$ cat src/rtl/spi_reg_master.sv
// SPI mode-0 register initiator.
// Each accepted request produces one chip-select frame with a command byte
// followed by a data byte, both sent MSB first. The byte received during the
// command phase is reported as status. The byte received during the data phase
// is reported as rdata, but only for reads.
module spi_reg_master #(
    parameter int ADDR_W     = 3,
    parameter int REG_W      = 8,
    parameter int CLK_DIV    = 4,
    parameter int GAP_CYCLES = 8,
    parameter int CS_IDLE    = 4
) (
    input  logic              clk,
    input  logic              rstb,
    input  logic              ena,
    input  logic              start,
    input  logic              rw,
    input  logic [ADDR_W-1:0] addr,
    input  logic [REG_W-1:0]  wdata,
    output logic              busy,
    output logic              done,
    output logic [REG_W-1:0]  rdata,
    output logic [7:0]        status,
    output logic              spi_clk,
    output logic              spi_mosi,
    output logic              spi_cs_n,
    input  logic              spi_miso
);

    // The terminal counts below are used as "last cycle of this phase" markers.
    localparam logic [15:0] DIV_LAST  = 16'(CLK_DIV - 1);
    localparam logic [15:0] GAP_LAST  = 16'(GAP_CYCLES - 1);
    localparam logic [15:0] IDLE_LAST = 16'(CS_IDLE - 1);
    localparam logic [2:0]  LAST_BIT  = 3'(REG_W - 1);

    typedef enum logic [2:0] {
        S_IDLE,
        S_SETUP,
        S_CMD,
        S_GAP,
        S_DATA,
        S_IDLEWAIT
    } state_t;

    state_t           state_q;
    logic [15:0]      cnt_q;        // clk cycles spent in the current half-bit / phase
    logic [2:0]       bit_q;        // bit index within the current byte
    logic             rw_q;
    logic [REG_W-1:0] data_q;       // byte to send in the data phase
    logic [REG_W-1:0] tx_q;         // outgoing shift register; tx_q[MSB] is on the wire
    logic [REG_W-1:0] rx_q;         // incoming shift register
    logic [REG_W-1:0] stat_cap_q;   // command-phase capture, held until done
    logic             busy_q;
    logic             done_q;
    logic [REG_W-1:0] rdata_q;
    logic [REG_W-1:0] status_q;
    logic             sclk_q;
    logic             mosi_q;
    logic             cs_n_q;

    // Values loaded when a request is accepted.
    logic [REG_W-1:0] cmd_d;
    logic [REG_W-1:0] data_d;

    assign cmd_d  = {rw, {(REG_W - 1 - ADDR_W){1'b0}}, addr};
    assign data_d = rw ? wdata : '0;

    // Frame sequencer: divider, bit counter, shift registers and registered pins.
    always_ff @(posedge clk) begin
        // NOTE: reset is tested inside the clocked block. This makes it synchronous,
        // and it wins over ena so that an abort always takes effect on the next edge.
        if (!rstb) begin
            state_q    <= S_IDLE;
            cnt_q      <= '0;
            bit_q      <= '0;
            rw_q       <= 1'b0;
            data_q     <= '0;
            tx_q       <= '0;
            rx_q       <= '0;
            stat_cap_q <= '0;
            busy_q     <= 1'b0;
            done_q     <= 1'b0;
            rdata_q    <= '0;
            status_q   <= '0;
            sclk_q     <= 1'b0;
            mosi_q     <= 1'b0;
            cs_n_q     <= 1'b1;
        end else if (ena) begin
            // NOTE: all state uses non-blocking assignments. Every branch therefore
            // reads the pre-edge values, so branch order cannot change the result.
            done_q <= 1'b0;
            case (state_q)
                S_IDLE: begin
                    // busy_q is always low in IDLE, so start alone qualifies.
                    if (start) begin
                        rw_q    <= rw;
                        data_q  <= data_d;
                        tx_q    <= cmd_d;
                        mosi_q  <= cmd_d[REG_W-1];
                        cs_n_q  <= 1'b0;
                        busy_q  <= 1'b1;
                        cnt_q   <= '0;
                        state_q <= S_SETUP;
                    end
                end

                S_SETUP: begin
                    if (cnt_q == DIV_LAST) begin
                        cnt_q   <= '0;
                        bit_q   <= '0;
                        sclk_q  <= 1'b1;
                        rx_q    <= {rx_q[REG_W-2:0], spi_miso};
                        state_q <= S_CMD;
                    end else begin
                        cnt_q <= cnt_q + 16'd1;
                    end
                end

                S_CMD, S_DATA: begin
                    if (cnt_q != DIV_LAST) begin
                        cnt_q <= cnt_q + 16'd1;
                    end else begin
                        cnt_q <= '0;
                        if (sclk_q) begin
                            // End of the high half: fall, and advance MOSI unless this was the last bit.
                            sclk_q <= 1'b0;
                            if (bit_q != LAST_BIT) begin
                                tx_q   <= {tx_q[REG_W-2:0], 1'b0};
                                mosi_q <= tx_q[REG_W-2];
                            end
                        end else if (bit_q != LAST_BIT) begin
                            // End of the low half: rise and sample MISO.
                            sclk_q <= 1'b1;
                            rx_q   <= {rx_q[REG_W-2:0], spi_miso};
                            bit_q  <= bit_q + 3'd1;
                        end else if (state_q == S_CMD) begin
                            stat_cap_q <= rx_q;
                            tx_q       <= data_q;
                            mosi_q     <= data_q[REG_W-1];
                            state_q    <= S_GAP;
                        end else begin
                            cs_n_q   <= 1'b1;
                            done_q   <= 1'b1;
                            mosi_q   <= 1'b0;
                            status_q <= stat_cap_q;
                            if (!rw_q) begin
                                rdata_q <= rx_q;
                            end
                            state_q  <= S_IDLEWAIT;
                        end
                    end
                end

                S_GAP: begin
                    // spi_clk stays low so the target can decode the command and stage read data.
                    if (cnt_q == GAP_LAST) begin
                        cnt_q   <= '0;
                        bit_q   <= '0;
                        sclk_q  <= 1'b1;
                        rx_q    <= {rx_q[REG_W-2:0], spi_miso};
                        state_q <= S_DATA;
                    end else begin
                        cnt_q <= cnt_q + 16'd1;
                    end
                end

                S_IDLEWAIT: begin
                    if (cnt_q == IDLE_LAST) begin
                        cnt_q   <= '0;
                        busy_q  <= 1'b0;
                        state_q <= S_IDLE;
                    end else begin
                        cnt_q <= cnt_q + 16'd1;
                    end
                end

                default: begin
                    state_q <= S_IDLE;
                end
            endcase
        end
    end

    assign busy     = busy_q;
    assign done     = done_q;
    assign rdata    = rdata_q;
    assign status   = status_q;
    assign spi_clk  = sclk_q;
    assign spi_mosi = mosi_q;
    assign spi_cs_n = cs_n_q;

endmodule
$ cat config.mk
export PLATFORM = sky130hd
export DESIGN_NAME = spi_reg_master
export DESIGN_NICKNAME = d
export VERILOG_FILES = /design/src/rtl/spi_reg_master.sv
export SDC_FILE = /design/constraint.sdc
export NUM_CORES = 1
export LEC_CHECK = 0
export CAP_MARGIN = 20
export CORE_MARGIN = 10
export CORE_UTILIZATION = 25
export DETAILED_ROUTE_END_ITERATION = 6
export GPL_TIMING_DRIVEN = 0
export PLACE_DENSITY = 0.5
export SYNTH_ARGS = -nofsm -noshare
export SYNTH_HDL_FRONTEND = slang
export SYNTH_SLANG_ARGS = --single-unit
$ cat constraint.sdc
create_clock -name clk -period 4.2 [get_ports clk]
set_clock_uncertainty 0.05 [all_clocks]
set_input_delay 0.42 -clock clk [delete_from_list [all_inputs] [get_ports clk]]
set_output_delay 0.42 -clock clk [all_outputs]
set_load 0.005 [all_outputs]
==> qor.yml, run 1 <==
run_status:
  run_status: "finished clean"
detailed_routing:
  drt_wl_total_mm: 8.86
  via_count: 2825
  detailedRoute.firstIterationViolations: 143
  detailedRoute.firstPassIterationCount: 4
  detail_route.vias_per_cell: 4.66
  wl_per_cell_um: 14.6
  drc_errors: 0
  detail-route-antenna-nets: 0
floorplan:
  floorplan.initialDensity: 0.253
  die-height_um: 135
  boundary_pin_count: 38
  die_w_um: 135
  die-area_um2: 18300
  core-area_um2: 13100
  rows: 42
setup_path:
  critical_path.endpoint_type: "flop"
  kind_of_cell_adding_the_most_delay_to_the_critical_path: "simple AND/OR/NAND/NOR gates"
  cp_slowest_stage_delay_ns: 0.41
  critical_path_buf_inv_count: 1
  cp_data_arrival_time_ns: 2.74
  path_cells: "ha_1, nor4b_1, and4_1, nand4_1, clkbuf_1, a21oi_1"
  standard_cell_with_the_maximum_stage_delay_on_the_critical_path: "sky130_fd_sc_hd__nand4_1"
  critical_path_required_ns: 4.41
  kind_of_critical_path: "flop to flop"
  crit_fanout: 10
  timing.critical_path.from_type: "flop"
cts:
  tritoncts: "done"
  clk_pin_slew_worst_setup_hold_paths_ns: 0.06
  cts_resized: 0
  clock_tree.htree_level_count: 3
  clk_latency_ns: 0.33
  hold_buffer_count_at_cts: 0
  clockBufferDepth: 2
  clock_tree.root_cell: "sky130_fd_sc_hd__clkbuf_16"
  cts.sink_count: 75
  cts_made_buffers: 9
  cts.repair_timing.setup_buffer_count: 0
logic_synthesis:
  synth_area_per_cell_um2: 8.76
  synth.top_cell.area_share: 0.451
  synth_cell_types: 50
  ys_seq_area_frac: 0.451
  largest_cells_by_area_after_synthesis: "sky130_fd_sc_hd__dfxtp_1 45%, sky130_fd_sc_hd__mux2i_1 9.9%, sky130_fd_sc_hd__nand2_1 6.1%, sky130_fd_sc_hd__nor2_1 4.8%, sky130_fd_sc_hd__nand3_1 3.9%"
  yosys_warnings: 0
  synth.top_cells.by_count: "75 x sky130_fd_sc_hd__dfxtp_1, 54 x sky130_fd_sc_hd__nand2_1, 43 x sky130_fd_sc_hd__nor2_1"
  synth_async_sr_flop_share: 0
  syn_area_um2: 3330
  synth-seq-cells: 75
  synth_edf_count: 0
  synth.most_common_cell: "sky130_fd_sc_hd__dfxtp_1"
  synth.largest_area_cell: "sky130_fd_sc_hd__dfxtp_1"
  synthesis.nets: 400
  synth_ff_type: "sky130_fd_sc_hd__dfxtp_1"
  postSynthCellCount: 380
final_layout:
  number_of_nets_in_the_layout: 445
  area_taken_by_flip_flops_and_latches_um2: 1500
  antennaDiodeCount: 0
  fill_cells: 1443
  area_growth_pct: 25.3
  utilization: 0.317
  share_of_post_route_cells_with_drive_strength_above_1: 0.0767
  multi_input_comb_area_um2: 1720
grt:
  grt_max_degree: 14
  initial_antenna_violation_count: 0
  globalRouteTotalUtil: 0.0981
  grt_remaining_overflow: 0
  grt_pass1_wl_mm: 14.6
  vias_in_the_first_global_route: 2786
hold_path:
  hp-class: "flop to flop"
flow_run:
  maxCapViolations: 0
pwr:
  vdd_drop_max_v: 0.000161
  power_density_nw_per_um2: 368
  p_leak_uw: 0.00160
timing:
  timing.hold.ws_ns: 0.401
  final_min_period_over_clock_period: 0.603
  setup_viol: 0
  finalSetupTns_ns: 0
  rsz0062_at_grt: "false"
  final_max_slew_viol_count: 0
  final_critical_path_setup_slack_ns: 1.67
  achievable-frequency_mhz: 395
  worst_max_slew_pin_slew_ns: 1.02
  layout_min_cycle_time_ns: 2.53
  hold_violations: 0
  timing.slew.headroom: 0.310
placement:
  numPortBuffers: 34
  place_hpwl_mm: 6.14
  gpl.final_weighted_congestion: 0.794
  dp_worst_setup_slack_ns: 1.62
==> sequential cells by signal, summed over array words and instances, names as in the netlist <==
register,cells
status,8
stat_cap_q,8
rx_q,8
spi_clk,1
data_q,8
rw_q,1
tx_q,7
done,1
spi_cs_n,1
state_q,3
spi_mosi,1
bit_q,3
busy,1
cnt_q,16
rdata,8
==> path summary, 6_finish.rpt <==
kind	cells past startpoint	start	to	slack (ns)
worst max-delay path	6	cnt_q[0]$_SDFFE_PN0P_	done$_SDFFE_PN0P_	1.67
worst min-delay path	2	stat_cap_q[3]$_SDFFE_PN0P_	status[3]$_SDFFE_PN0P_	0.40
worst max register to register	6	cnt_q[0]$_SDFFE_PN0P_	done$_SDFFE_PN0P_	1.67
worst min register to register	2	stat_cap_q[3]$_SDFFE_PN0P_	status[3]$_SDFFE_PN0P_	0.40
==> cell families after synthesis <==
group | Yosys count | synth area share
simple gates | 171 | 0.252
flops | 75 | 0.451
compound gates | 51 | 0.0962
mux | 37 | 0.113
buf+inv | 26 | 0.0323
xor+xnor | 17 | 0.0447
fa+ha+maj | 3 | 0.0113
==> tightest hold or removal path, stage by stage, from the launching register on <==
cell and delay [ns]:
sky130_fd_sc_hd__dfxtp_1 0.31, sky130_fd_sc_hd__nand2_1 0.05, sky130_fd_sc_hd__o21ai_1 0.05
==> stage by stage <==
stage / cells / total power, uW / instance area, um^2
2_1_floorplan: 380 / 792 / 3330
3_3_place_gp: 590 / 830 / 3890
3_5_place_dp: 590 / 831 / 3890
4_1_cts: 606 / 1560 / 4170
5_1_grt: 606 / 1590 / 4170
6_report: 606 / 1540 / 4170
==> where the power goes <==
group	switching, uW	internal, uW	total (uW)
Sequential	6.51	721	727
Clock	306	415	721
Combinational	52.8	34.3	87.1
Total	366	1170	1540
==> layer usage <==
layer	GRT usage	vias up	wire (um)
met5	0	-	0
met4	0.0245	0	70
met3	0.0326	7	451
met2	0.140	67	3690
met1	0.138	1324	4650
li1	-	1427	-
==> final cells by class <==
class | count | area share
Buffer | 23 | 0.0231
Clock buffer | 10 | 0.0573
Clock inverter | 6 | 0.00990
Inverter | 3 | 0.00270
Multi-Input combinational cell | 279 | 0.412
Sequential cell | 75 | 0.360
Tap cell | 176 | 0.0528
Timing Repair Buffer | 34 | 0.0816
==> placed cells by master (no fill, tap or decap), types with 5 or more instances in the layout <==
cell / n
sky130_fd_sc_hd__nand3_1: 26
sky130_fd_sc_hd__nand4_1: 8
sky130_fd_sc_hd__xnor2_1: 9
sky130_fd_sc_hd__clkdlybuf4s50_1: 34
sky130_fd_sc_hd__clkbuf_16: 9
sky130_fd_sc_hd__xor2_1: 8
sky130_fd_sc_hd__o21ai_1: 10
sky130_fd_sc_hd__dfxtp_1: 75
sky130_fd_sc_hd__buf_2: 5
sky130_fd_sc_hd__nor2_1: 43
sky130_fd_sc_hd__nand2_1: 54
sky130_fd_sc_hd__a21oi_1: 20
sky130_fd_sc_hd__clkbuf_1: 15
sky130_fd_sc_hd__nor3_1: 9
sky130_fd_sc_hd__mux2i_1: 33
Note: power is estimated with default switching activity, not from simulation.
==> run 2: changes to the inputs <==
- PLACE_DENSITY: 0.5 -> 0.51
- clock period: 4.2 -> 2.32 ns (I/O delays scaled with it)
==> run 2 against run 1 <==
Compared with the run above: sequential cell count did not move; non-clock buffer count rose by 2; count of clock-buffer cells in the layout did not move; global-route usage barely moved; maximum frequency rose by 13%; via count rose by 0.11%; setup slack got worse by 1.6 ns; critical endpoint is now stat_cap_q[7]$_SDFFE_PN0P_; largest power group is now the clock network.
==> qor.yml, run 2 (synthesis results as in run 1) <==
floorplan:
  die-height_um: 135
  floorplan.initialDensity: 0.253
  die-area_um2: 18300
  die_w_um: 135
  core-area_um2: 13100
  rows: 42
  boundary_pin_count: 38
grt:
  grt_pass1_wl_mm: 14.4
  grt_remaining_overflow: 0
  vias_in_the_first_global_route: 2777
  grt_max_degree: 14
  initial_antenna_violation_count: 0
  globalRouteTotalUtil: 0.0983
cts:
  clockBufferDepth: 2
  clk_latency_ns: 0.34
  clk_pin_slew_worst_setup_hold_paths_ns: 0.06
  tritoncts: "done"
  cts_made_buffers: 9
  clock_tree.htree_level_count: 3
  clock_tree.root_cell: "sky130_fd_sc_hd__clkbuf_16"
  cts.sink_count: 75
run_status:
  run_status: "finished clean"
pwr:
  p_leak_uw: 0.00163
  vdd_drop_max_v: 0.000281
  total_power_uw: 2890
  power_density_nw_per_um2: 676
setup_path:
  critical_path_required_ns: 2.47
  timing.critical_path.from_type: "flop"
  kind_of_critical_path: "flop to flop"
  crit_fanout: 8
  cp_data_arrival_time_ns: 2.39
  critical_path.endpoint_type: "flop"
detailed_routing:
  drt_wl_total_mm: 8.90
  detail_route.vias_per_cell: 4.66
  detailedRoute.firstPassIterationCount: 4
  detailedRoute.firstIterationViolations: 132
  detail-route-antenna-nets: 0
  wl_per_cell_um: 14.7
  drc_errors: 0
  via_count: 2828
timing:
  final_critical_path_setup_slack_ns: 0.0834
  layout_min_cycle_time_ns: 2.24
  setup_viol: 0
  final_max_slew_viol_count: 0
  final_min_period_over_clock_period: 0.964
  hold_violations: 0
  timing.slew.headroom: 0.534
  finalSetupTns_ns: 0
  achievable-frequency_mhz: 447
  worst_max_slew_pin_slew_ns: 0.691
placement:
  dp_worst_setup_slack_ns: -0.177
  numPortBuffers: 34
  gpl.final_weighted_congestion: 0.798
  place_hpwl_mm: 6.27
final_layout:
  largest_register_ffs: 16
  area_taken_by_flip_flops_and_latches_um2: 1500
  commonest_non_fill_non_tap_cell_in_the_layout: "sky130_fd_sc_hd__dfxtp_1"
  layout_common_cells: "74 x sky130_fd_sc_hd__dfxtp_1, 54 x sky130_fd_sc_hd__nand2_1, 43 x sky130_fd_sc_hd__nor2_1"
  multi_input_comb_area_um2: 1780
  antennaDiodeCount: 0
  number_of_nets_in_the_layout: 447
  utilization: 0.326
  fill_cells: 1400
  max_flop_register: "cnt_q"
  share_of_post_route_cells_with_drive_strength_above_1: 0.0998
  area_growth_pct: 28.5
flow_run:
  maxCapViolations: 0
hold_path:
  hp-class: "input port to flop"
run 2: worst max-delay path, stage by stage (launching register included):
cell,delay [ns]
sky130_fd_sc_hd__dfxtp_2,0.34
sky130_fd_sc_hd__ha_2,0.20
sky130_fd_sc_hd__ha_4,0.16
sky130_fd_sc_hd__nand2b_1,0.11
sky130_fd_sc_hd__or4_4,0.44
sky130_fd_sc_hd__or4_4,0.43
sky130_fd_sc_hd__buf_6,0.17
sky130_fd_sc_hd__mux2i_1,0.15
sky130_fd_sc_hd__nor2_1,0.05
run 2: report_power, final:
part	leakage, uW	internal (uW)	switching (uW)	total [uW]
clock	0.000141	861	551	1410
combinational	0.000878	64.1	96.0	160
sequential	0.000606	1300	12.2	1320
run 2: final timing paths:
check / start / to / slack, ns / cells after the start
min reg2reg: stat_cap_q[7]$_SDFFE_PN0P_ / status[7]$_SDFFE_PN0P_ / 0.40 / 2
max reg2reg: bit_q[0]$_SDFFE_PN0P_ / stat_cap_q[7]$_SDFFE_PN0P_ / 0.08 / 8
max: bit_q[0]$_SDFFE_PN0P_ / stat_cap_q[7]$_SDFFE_PN0P_ / 0.08 / 8
min: rw / rw_q$_SDFFE_PN0P_ / 0.33 / 3
run 2: per-layer routing:
metal,vias to the layer above,GRT usage,share of wire,routed length (um)
met1,1348,0.130,0.49,4410
met4,0,0.0437,0.013,116
li1,1424,-,-,-
met2,46,0.147,0.45,4020
met3,10,0.0252,0.041,363
met5,-,0,0,0
run 2: layout make-up:
type | count | area share
buffer | 23 | 0.0249
clock buffer | 10 | 0.0559
clock inverter | 5 | 0.0146
inverter | 3 | 0.00263
multi-input combinational | 279 | 0.416
sequential | 75 | 0.351
tap | 176 | 0.0515
timing repair buffer | 36 | 0.0831
run 2: timing repair:
action | CTS | global route
setup endpoints to repair | 43 | 40
hold buffers | 0 | 0
pin swaps | 0 | 1
gates cloned | 0 | 0
setup buffers | 1 | 1
gates resized for setup | 2 | 15
run 2: stage by stage:
| stage | hold WS (ns) | cell area (um^2) | cells |
|---|---|---|---|
| floorplan | 0.321 | 3330 | 380 |
| global placement | 0.391 | 3890 | 590 |
| detailed placement | 0.393 | 3890 | 590 |
| CTS | 0.319 | 4210 | 606 |
| global route | 0.349 | 4280 | 607 |
| finish | 0.326 | 4280 | 607 |
